## config.mk

```make
export PLATFORM = sky130hd
export DESIGN_NAME = pc_gen_btb_flat
export DESIGN_NICKNAME = d
export VERILOG_FILES = /design/src/rtl/pc_pkg.sv /design/src/rtl/pc_gen_btb_if.sv /design/src/rtl/btb_dm.sv /design/src/rtl/pc_gen_btb.sv /design/src/flat_wrapper.sv
export SDC_FILE = /design/constraint.sdc
export NUM_CORES = 2
export LEC_CHECK = 0
export BUFFER_PORTS_ARGS = -buffer_cell sky130_fd_sc_hd__buf_2
export CORE_MARGIN = 10
export CORE_UTILIZATION = 35
export CTS_CLUSTER_DIAMETER = 60
export CTS_CLUSTER_SIZE = 12
export DETAILED_ROUTE_END_ITERATION = 12
export RECOVER_POWER = 25
export SYNTH_ARGS = -nofsm -noshare
export SYNTH_HDL_FRONTEND = slang
export SYNTH_HIERARCHICAL = 1
export SYNTH_SLANG_ARGS = --single-unit
```

## constraint.sdc

```tcl
create_clock -name clk -period 12.1 [get_ports clk]
set_clock_uncertainty 0.15 [all_clocks]
set_input_delay 0.605 -clock clk [delete_from_list [all_inputs] [get_ports clk]]
set_output_delay 0.605 -clock clk [all_outputs]
set_load 0.05 [all_outputs]
```

## src/rtl/pc_pkg.sv

```systemverilog
// Shared definitions for the fetch-address generator: instruction size and the
// 2-bit saturating branch counter with its update helpers.
package pc_pkg;

  localparam int unsigned INSN_BYTES = 4;

  typedef enum logic [1:0] {
    SNT = 2'd0,
    WNT = 2'd1,
    WT  = 2'd2,
    ST  = 2'd3
  } ctr_t;

  function automatic ctr_t sat_inc(ctr_t c);
    return (c == ST) ? ST : ctr_t'(c + 2'd1);
  endfunction

  function automatic ctr_t sat_dec(ctr_t c);
    return (c == SNT) ? SNT : ctr_t'(c - 2'd1);
  endfunction

endpackage

```

## src/rtl/pc_gen_btb_if.sv

```systemverilog
// Control/redirect inputs and fetch-address outputs of the PC generator.
interface pc_gen_btb_if #(
  parameter int unsigned XLEN = 32
);
  logic            stall;
  logic            trap_valid;
  logic [XLEN-1:0] trap_vec;
  logic            redirect_valid;
  logic [XLEN-1:0] redirect_target;
  logic            upd_valid;
  logic [XLEN-1:0] upd_pc;
  logic [XLEN-1:0] upd_target;
  logic            upd_taken;
  logic [XLEN-1:0] pc_if;
  logic [XLEN-1:0] pc_next;
  logic            pred_taken;
  logic [XLEN-1:0] pred_target;

  modport master (
    output stall, trap_valid, trap_vec, redirect_valid, redirect_target,
    output upd_valid, upd_pc, upd_target, upd_taken,
    input  pc_if, pc_next, pred_taken, pred_target
  );

  modport slave (
    input  stall, trap_valid, trap_vec, redirect_valid, redirect_target,
    input  upd_valid, upd_pc, upd_target, upd_taken,
    output pc_if, pc_next, pred_taken, pred_target
  );
endinterface

```

## src/rtl/btb_dm.sv

```systemverilog
// Direct-mapped branch target buffer: combinational lookup on the fetch PC,
// synchronous training from execute. Only valid bits are reset.
module btb_dm
  import pc_pkg::*;
#(
  parameter  int unsigned XLEN        = 32,
  parameter  int unsigned BTB_ENTRIES = 16,
  localparam int unsigned IDX_W       = $clog2(BTB_ENTRIES),
  localparam int unsigned TAG_W       = XLEN - IDX_W - 2
) (
  input  logic            clk,
  input  logic            reset,
  input  logic [XLEN-1:0] lookup_pc,
  input  logic            upd_valid,
  input  logic [XLEN-1:0] upd_pc,
  input  logic [XLEN-1:0] upd_target,
  input  logic            upd_taken,
  output logic            pred_taken,
  output logic [XLEN-1:0] pred_target
);

  typedef struct packed {
    logic            valid;
    logic [TAG_W-1:0] tag;
    logic [XLEN-1:0] target;
    ctr_t            ctr;
  } btb_entry_t;

  btb_entry_t btb_q [BTB_ENTRIES];

  logic [IDX_W-1:0] l_idx, u_idx;
  logic [TAG_W-1:0] l_tag, u_tag;
  btb_entry_t       l_ent, u_ent;
  logic             l_hit, u_hit;

  assign l_idx = lookup_pc[IDX_W+1:2];
  assign l_tag = lookup_pc[XLEN-1:IDX_W+2];
  assign u_idx = upd_pc[IDX_W+1:2];
  assign u_tag = upd_pc[XLEN-1:IDX_W+2];

  assign l_ent = btb_q[l_idx];
  assign u_ent = btb_q[u_idx];
  assign l_hit = l_ent.valid && (l_ent.tag == l_tag);
  assign u_hit = u_ent.valid && (u_ent.tag == u_tag);

  // Lookup sees pre-update contents; a same-index update lands at the edge.
  assign pred_taken  = l_hit && l_ent.ctr[1];
  assign pred_target = l_hit ? l_ent.target : '0;

  always_ff @(posedge clk or posedge reset) begin
    if (reset) begin
      for (int i = 0; i < int'(BTB_ENTRIES); i++) begin
        btb_q[i].valid <= 1'b0;
      end
    end else if (upd_valid) begin
      if (u_hit) begin
        if (upd_taken) begin
          btb_q[u_idx].ctr    <= sat_inc(u_ent.ctr);
          btb_q[u_idx].target <= upd_target;
        end else begin
          btb_q[u_idx].ctr <= sat_dec(u_ent.ctr);
        end
      end else if (upd_taken) begin
        btb_q[u_idx] <= '{valid: 1'b1, tag: u_tag, target: upd_target, ctr: WT};
      end
    end
  end

  logic unused_low_bits;
  assign unused_low_bits = ^{lookup_pc[1:0], upd_pc[1:0]};

endmodule

```

## src/rtl/pc_gen_btb.sv

```systemverilog
// IF-stage PC register with prioritised next-PC selection:
// trap > redirect > stall > BTB prediction > sequential.
module pc_gen_btb
  import pc_pkg::*;
#(
  parameter int unsigned     XLEN         = 32,
  parameter logic [XLEN-1:0] RESET_VECTOR = '0,
  parameter int unsigned     BTB_ENTRIES  = 16
) (
  input logic         clk,
  input logic         reset,
  pc_gen_btb_if.slave bus
);

  logic [XLEN-1:0] pc_q, pc_d;
  logic [XLEN-1:0] trap_vec_al, redirect_al, upd_target_al;
  logic            pred_taken;
  logic [XLEN-1:0] pred_target;

  assign trap_vec_al   = {bus.trap_vec[XLEN-1:2], 2'b00};
  assign redirect_al   = {bus.redirect_target[XLEN-1:2], 2'b00};
  assign upd_target_al = {bus.upd_target[XLEN-1:2], 2'b00};

  btb_dm #(
    .XLEN        (XLEN),
    .BTB_ENTRIES (BTB_ENTRIES)
  ) u_btb (
    .clk         (clk),
    .reset       (reset),
    .lookup_pc   (pc_q),
    .upd_valid   (bus.upd_valid),
    .upd_pc      (bus.upd_pc),
    .upd_target  (upd_target_al),
    .upd_taken   (bus.upd_taken),
    .pred_taken  (pred_taken),
    .pred_target (pred_target)
  );

  always_comb begin
    pc_d = pc_q + XLEN'(INSN_BYTES);
    if (bus.trap_valid) begin
      pc_d = trap_vec_al;
    end else if (bus.redirect_valid) begin
      pc_d = redirect_al;
    end else if (bus.stall) begin
      pc_d = pc_q;
    end else if (pred_taken) begin
      pc_d = pred_target;
    end
  end

  always_ff @(posedge clk or posedge reset) begin
    if (reset) begin
      pc_q <= RESET_VECTOR;
    end else begin
      pc_q <= pc_d;
    end
  end

  assign bus.pc_if       = pc_q;
  assign bus.pc_next     = pc_d;
  assign bus.pred_taken  = pred_taken;
  assign bus.pred_target = pred_target;

  logic unused_low_bits;
  assign unused_low_bits = ^{bus.trap_vec[1:0], bus.redirect_target[1:0], bus.upd_target[1:0]};

endmodule

```

## src/flat_wrapper.sv

```systemverilog
// flat-port wrapper written by rule: the top's interface ports become plain ports
module pc_gen_btb_flat import pc_pkg::*;
#(
  parameter int unsigned     XLEN         = 32,
  parameter logic [XLEN-1:0] RESET_VECTOR = '0,
  parameter int unsigned     BTB_ENTRIES  = 16
)
  (clk, reset, bus_stall, bus_trap_valid, bus_trap_vec, bus_redirect_valid, bus_redirect_target, bus_upd_valid, bus_upd_pc, bus_upd_target, bus_upd_taken, bus_pc_if, bus_pc_next, bus_pred_taken, bus_pred_target);
  pc_gen_btb_if #(.XLEN(XLEN)) bus_i ();
  input logic clk;
  input logic reset;
  input wire logic [$bits(bus_i.stall)-1:0] bus_stall;
  input wire logic [$bits(bus_i.trap_valid)-1:0] bus_trap_valid;
  input wire logic [$bits(bus_i.trap_vec)-1:0] bus_trap_vec;
  input wire logic [$bits(bus_i.redirect_valid)-1:0] bus_redirect_valid;
  input wire logic [$bits(bus_i.redirect_target)-1:0] bus_redirect_target;
  input wire logic [$bits(bus_i.upd_valid)-1:0] bus_upd_valid;
  input wire logic [$bits(bus_i.upd_pc)-1:0] bus_upd_pc;
  input wire logic [$bits(bus_i.upd_target)-1:0] bus_upd_target;
  input wire logic [$bits(bus_i.upd_taken)-1:0] bus_upd_taken;
  output wire logic [$bits(bus_i.pc_if)-1:0] bus_pc_if;
  output wire logic [$bits(bus_i.pc_next)-1:0] bus_pc_next;
  output wire logic [$bits(bus_i.pred_taken)-1:0] bus_pred_taken;
  output wire logic [$bits(bus_i.pred_target)-1:0] bus_pred_target;
  assign bus_i.stall = bus_stall;
  assign bus_i.trap_valid = bus_trap_valid;
  assign bus_i.trap_vec = bus_trap_vec;
  assign bus_i.redirect_valid = bus_redirect_valid;
  assign bus_i.redirect_target = bus_redirect_target;
  assign bus_i.upd_valid = bus_upd_valid;
  assign bus_i.upd_pc = bus_upd_pc;
  assign bus_i.upd_target = bus_upd_target;
  assign bus_i.upd_taken = bus_upd_taken;
  assign bus_pc_if = bus_i.pc_if;
  assign bus_pc_next = bus_i.pc_next;
  assign bus_pred_taken = bus_i.pred_taken;
  assign bus_pred_target = bus_i.pred_target;
  pc_gen_btb #(.XLEN(XLEN), .RESET_VECTOR(RESET_VECTOR), .BTB_ENTRIES(BTB_ENTRIES)) u_core (.clk(clk), .reset(reset), .bus(bus_i));
endmodule
```

Yosys cells after proc, flatten, opt, wreduce, memory -nomap -nowiden --
Index checks and enable logic that the tools add are counted.
Operators by class: multiplexer cells 26, order comparisons 3, equal/unequal tests 3, bitwise gates (word level) 3, $add $sub $neg 3, reductions and logical operators 8
Operators by type and width (count):
- $bwmux 976 | 4
- $mux 976 | 3
- $demux 61 s4 | 3
- $bmux 61 s4 | 2
- $mux 61 | 5
- $mux 32 | 5
- $eq 26x26->1 | 2
- $mux 34 | 1
- $add 32x3->32 const B | 1
- $ge 5x5->1 const B | 2
- $not 4->5 | 2
- $mux 2 | 3
- $lt 5x1->1 const B | 1
- $logic_and 1x1->1 | 4
- $reduce_and 3->1 | 1
- $add 2x1->2 const B | 1
- $eq 2x2->1 const B | 1
- $logic_not 2->1 | 1
- $reduce_and 2->1 | 1
- $reduce_bool 2->1 | 1
- $sub 2x1->2 const B | 1
- $not 1->1 | 1
Word-level totals: output and inout bits 97, bits of input ports 135, logic and storage cells 111, register bits after elaboration 1008

Depth between registers and ports, before layout --
depth after elaboration 11, mapped depth 18

Cells and area by module --
The synthesis kept the hierarchy.
Modules (own cells, without submodules):
- btb_dm | seq. area each 29228.0 um^2, instances 1, area each 52439.0 um^2, cells an instance 4307
- pc_gen_btb | seq. area each 800.8 um^2, instances 1, area each 2504.9 um^2, cells an instance 316

Worst setup path before layout --
Ideal clock, no wire load.
path kind input-to-reg, start point input port bus_upd_valid, end point register u_core/u_btb/btb_q[10] in the netlist's numbering (enable), slack -0.071 ns, arrival time 11.165 ns, data required time 11.095 ns, library setup time 0.855 ns, stages on the path 5, cell sequence nor2b_1 > clkbuf_1 > nand2_1 > clkbuf_1 > inv_1
Between the ends: cells in the longest elaborated chain, start to end 1
Ends and longest elaborated chain:
- start: declaration | line flat_wrapper.sv:17 | input wire logic [$bits(bus_i.upd_valid)-1:0] bus_upd_valid;
- $reduce_and 3->1 (no source line)
- end signal: indexed assignment | line btb_dm.sv:64 | btb_q[u_idx] <= '{valid: 1'b1, tag: u_tag, target: upd_target, ctr: WT};
- end: declaration | line btb_dm.sv:29 | btb_entry_t btb_q [BTB_ENTRIES];
No other way between the ends. A chain may end at the register's enable or synchronous reset.

Worst setup path after layout --
start point input port bus_upd_pc[2], end point register u_core/u_btb/btb_q[519] in the netlist's numbering, data pin
Between the ends: cells in the longest elaborated chain, start to end 8, elaborated cells on any way between the ends 21
Ends and longest elaborated chain:
- start: declaration | line flat_wrapper.sv:18 | input wire logic [$bits(bus_i.upd_pc)-1:0] bus_upd_pc;
- $not 4->5 (not written as such) *
- $ge 5x5->1 (not written as such) / $lt 5x1->1 (equally long branches) | line btb_dm.sv:59, btb_dm.sv:64
- $logic_and 1x1->1 (not written as such) | line btb_dm.sv:59, btb_dm.sv:64
- $mux 61 (not written as such) / $mux 34 (equally long branches) | line btb_dm.sv:64, btb_dm.sv:59
- $demux 61 s4 (on tied branches) | line btb_dm.sv:64, btb_dm.sv:59
- $bwmux 976 (on tied branches) | line btb_dm.sv:64, btb_dm.sv:59
- $mux 976 (on tied branches) | line btb_dm.sv:63, btb_dm.sv:57
- $mux 976 * | line btb_dm.sv:56 | if (u_hit) begin
Every way passes the cells marked *; elsewhere a longest branch is shown, timed or not. The select of a mux whose other input is x is not followed.

==> run metrics <==
Post-Synth Adder-Cell Area=less than 1%; Synth Area in XOR/XNOR=approximately 1.1%; Mapped Avg Cell Area=11.9 um2; Final Critical Period=roughly 9.9 ns; commonest cells in the netlist=nand2_1 (1105), edfxtp_1 (960), a21oi_1 (534), and3_1 (378), mux4_2 (376); nature of the critical path startpoint=input pin; Primary FF master, synth=edfxtp_1; Area Growth Syn to Fin=10.5%; ANT nets after route=0; Async S/R FF share, synth=4.76%; Vias/cell=approximately 6.1; Worst path most repeated cell=buf_4; Die Y=416 um; Worst-Margin Slew=4.58 ns; Multi-input gate area=between 20000 and 25000 um2; WS Path Type=in2reg; CTS tree=done; Synth area leaders=edfxtp_1 (52%), mux4_2 (15%), nand2_1 (7.5%); first-pass GRT wire length=~290000 um; total CTS buffers=~100; Critical-path top delay cell=clkbuf_1; fmax=between 0.1 and 0.15 GHz; violated checks=capacitance limit, slew limit; CP max stage delay=between 3 and 4 ns; sequence of cells on the critical path=clkbuf_1, buf_4, nand2b_1, clkbuf_1, o22ai_1, nor3_1, o2111ai_1, nor4_1, o2111ai_1, nor4_4, buf_4, buf_4, a21oi_1; die footprint=around 170000 um2; Pwr Density=approximately 130 nW/um2; vias in the first global route=around 40000; drt pass-1 iters=6; HP Class=in2reg; mux cell area share after synthesis=17.8%; CTS root buffer=clkbuf_16; Port Buffer Count=between 200 and 250; most frequent cell after synthesis=nand2_1; setup TNS=0 ns; Nets=between 4000 and 5000; Ys Warns=6; Critical Path AT=between 10 and 15 ns; IO Count=between 200 and 250; Synth Area in Simple Gates=~15%; Compound-Gate Fraction of Synth Area=7.63%; CP Data Required Time=between 10 and 15 ns; row cnt=145; RSZ-0062 raised after global routing=false; CP endpoint kind=flop; Reg clk slew, reported paths=0.06 ns; Fin. Hold Viols=0; final setup violation count=0; #FFs+latches synth=a little over 1000; max-capacitance violation count=25; Post-synth EDFFs=960; Max clock buf depth=3; share of cells above drive strength 1=19.6%; # DRC=0; Slew Viols, Final=approximately 1000; status=complete, but fails checks; fin crit share=roughly four fifths; largest family of logic cells by synthesized area=multiplexers; H-Tree Depth=3; WL final=206000 um; dominant cell type by area after synthesis=edfxtp_1; overall routing resource usage=between 20% and 30%; Cell variety after synth=75; Post-Syn Area=54900 um2; DP HPWL=114000 um; Crit Path Max Fanout=67; grt total ovfl=0; 1st-iter DRT viols=5796; initial core utilization=35.2%; cell count after placement=roughly 6500; final non-filler cell total=between 6000 and 7000; initial antenna violation count=35; Leak Pwr=approximately 20 nW; Max-Slew Margin vs Limit=-205%; Clock Latency Late Sink=roughly 0.73 ns; Setup Fix Bufs, Post-CTS=0; Max VDD drop=approximately 0.11 mV; drt wl/cell=around 31 um; sequential element share of the synthesized area=a little over half; Storage cell area=about 30000 um2; top-area cell type share of the netlist area=approximately 52%; Core Region=approximately 160000 um2; number of fill cells=14700; largest net degree at the start of global routing=approximately 240; gate count of the mapped netlist=approximately 4600; via count=approximately 41000; Placer Congestion=approximately 0.86; total clock sinks=between 1000 and 1500; Die W=about 420 um
-- critical path: cells and delay by family --
family,cells,cell delay (ns)
and+or+nand+nor,4,1.99
buffers and inverters,5,6.37
AOI/OAI and AO/OA,4,1.05
-- metrics by stage --
stage	setup WS, ns	instance area [um2]	power, mW	hold slack (ns)	utilization [%]
final	2.23	60700	8.04	0.0325	38.9
after floorplan	2.34	55000	4.68	0.305	-
after CTS	3.49	60900	8.05	0.000961	39.0
after global placement	4.69	57600	4.99	0.329	36.9
after detailed placement	4.66	57600	5.00	0.338	36.9
after global routing	1.72	60700	8.24	0.0627	38.9
-- worst paths after layout --
path,startpoint,to,slack [ns],cells past startpoint
min,bus_redirect_target[8],u_core/bus.pc_if[8]$_DFF_PP0_,0.03,3
min in group asynchronous,reset,u_core/u_btb/btb_q[670]$_DFFE_PP0P_,0.53,3
max reg2reg,u_core/bus.pc_if[4]$_DFF_PP0_,u_core/bus.pc_if[15]$_DFF_PP0_,4.85,8
min reg2reg,u_core/u_btb/btb_q[487]$_DFFE_PP0P_,u_core/u_btb/btb_q[487]$_DFFE_PP0P_,0.35,1
max,bus_upd_pc[2],u_core/u_btb/btb_q[519]$_DFFE_PP_,2.23,13
max in group asynchronous,reset,u_core/bus.pc_if[3]$_DFF_PP0_,8.87,4
-- routing by layer --
layer	global-route usage (%)	wire, um	vias to the layer above
met5	0	136	-
met3	4.80	22600	544
met4	12.4	10800	16
met1	29.5	76700	20600
li1	-	-	17100
met2	35.8	95400	2725
-- cells in the final DEF, fill, tap and decap left out, types with 46 or more instances in the layout --
| cell type | count |
|---|---|
| and3_1 | 378 |
| clkbuf_1 | 71 |
| nor2b_1 | 46 |
| mux2i_1 | 79 |
| buf_2 | 192 |
| a21oi_1 | 534 |
| buf_4 | 72 |
| clkbuf_16 | 105 |
| nor3_1 | 77 |
| nand2_1 | 1093 |
| edfxtp_1 | 960 |
| nor2_1 | 53 |
| mux4_2 | 376 |
-- registers in the layout (all words and copies together) (netlist names) --
| name | cells |
|---|---|
| u_core/bus.pc_if | 32 |
| u_core/u_btb/btb_q | 976 |
-- cell families after synthesis --
family	Yosys count
AOI/OAI and AO/OA	735
muxes	496
xor gates and xnor gates	66
DFF	1008
and+or+nand+nor	1771
other	1
adders and majority gates	3
buffers and inverters	543
-- layout make-up --
cell class,count,share of cell area (%)
sequential,1008,49.5
multi-input combinational,3073,37.7
clock buffer,132,4.58
tap,2058,4.24
timing repair buffer,344,3.39
clock inverter,27,0.429
inverter,18,0.113
antenna,13,0.0536
-- power by group --
| part | internal [mW] | switching [mW] | leakage (nW) |
|---|---|---|---|
| sequential | 3.89 | 0.0966 | 8.49 |
| clock | 1.67 | 1.41 | 1.48 |
| combinational | 0.364 | 0.602 | 10.5 |
-- repair_timing --
item / in CTS / in global routing
gates resized for setup: 0 / 0
hold buffers: 24 / 0
endpoints found under the hold margin: 62 / 0
setup endpoints to repair: 0 / 0
Note: power is estimated with default switching activity, not from simulation.
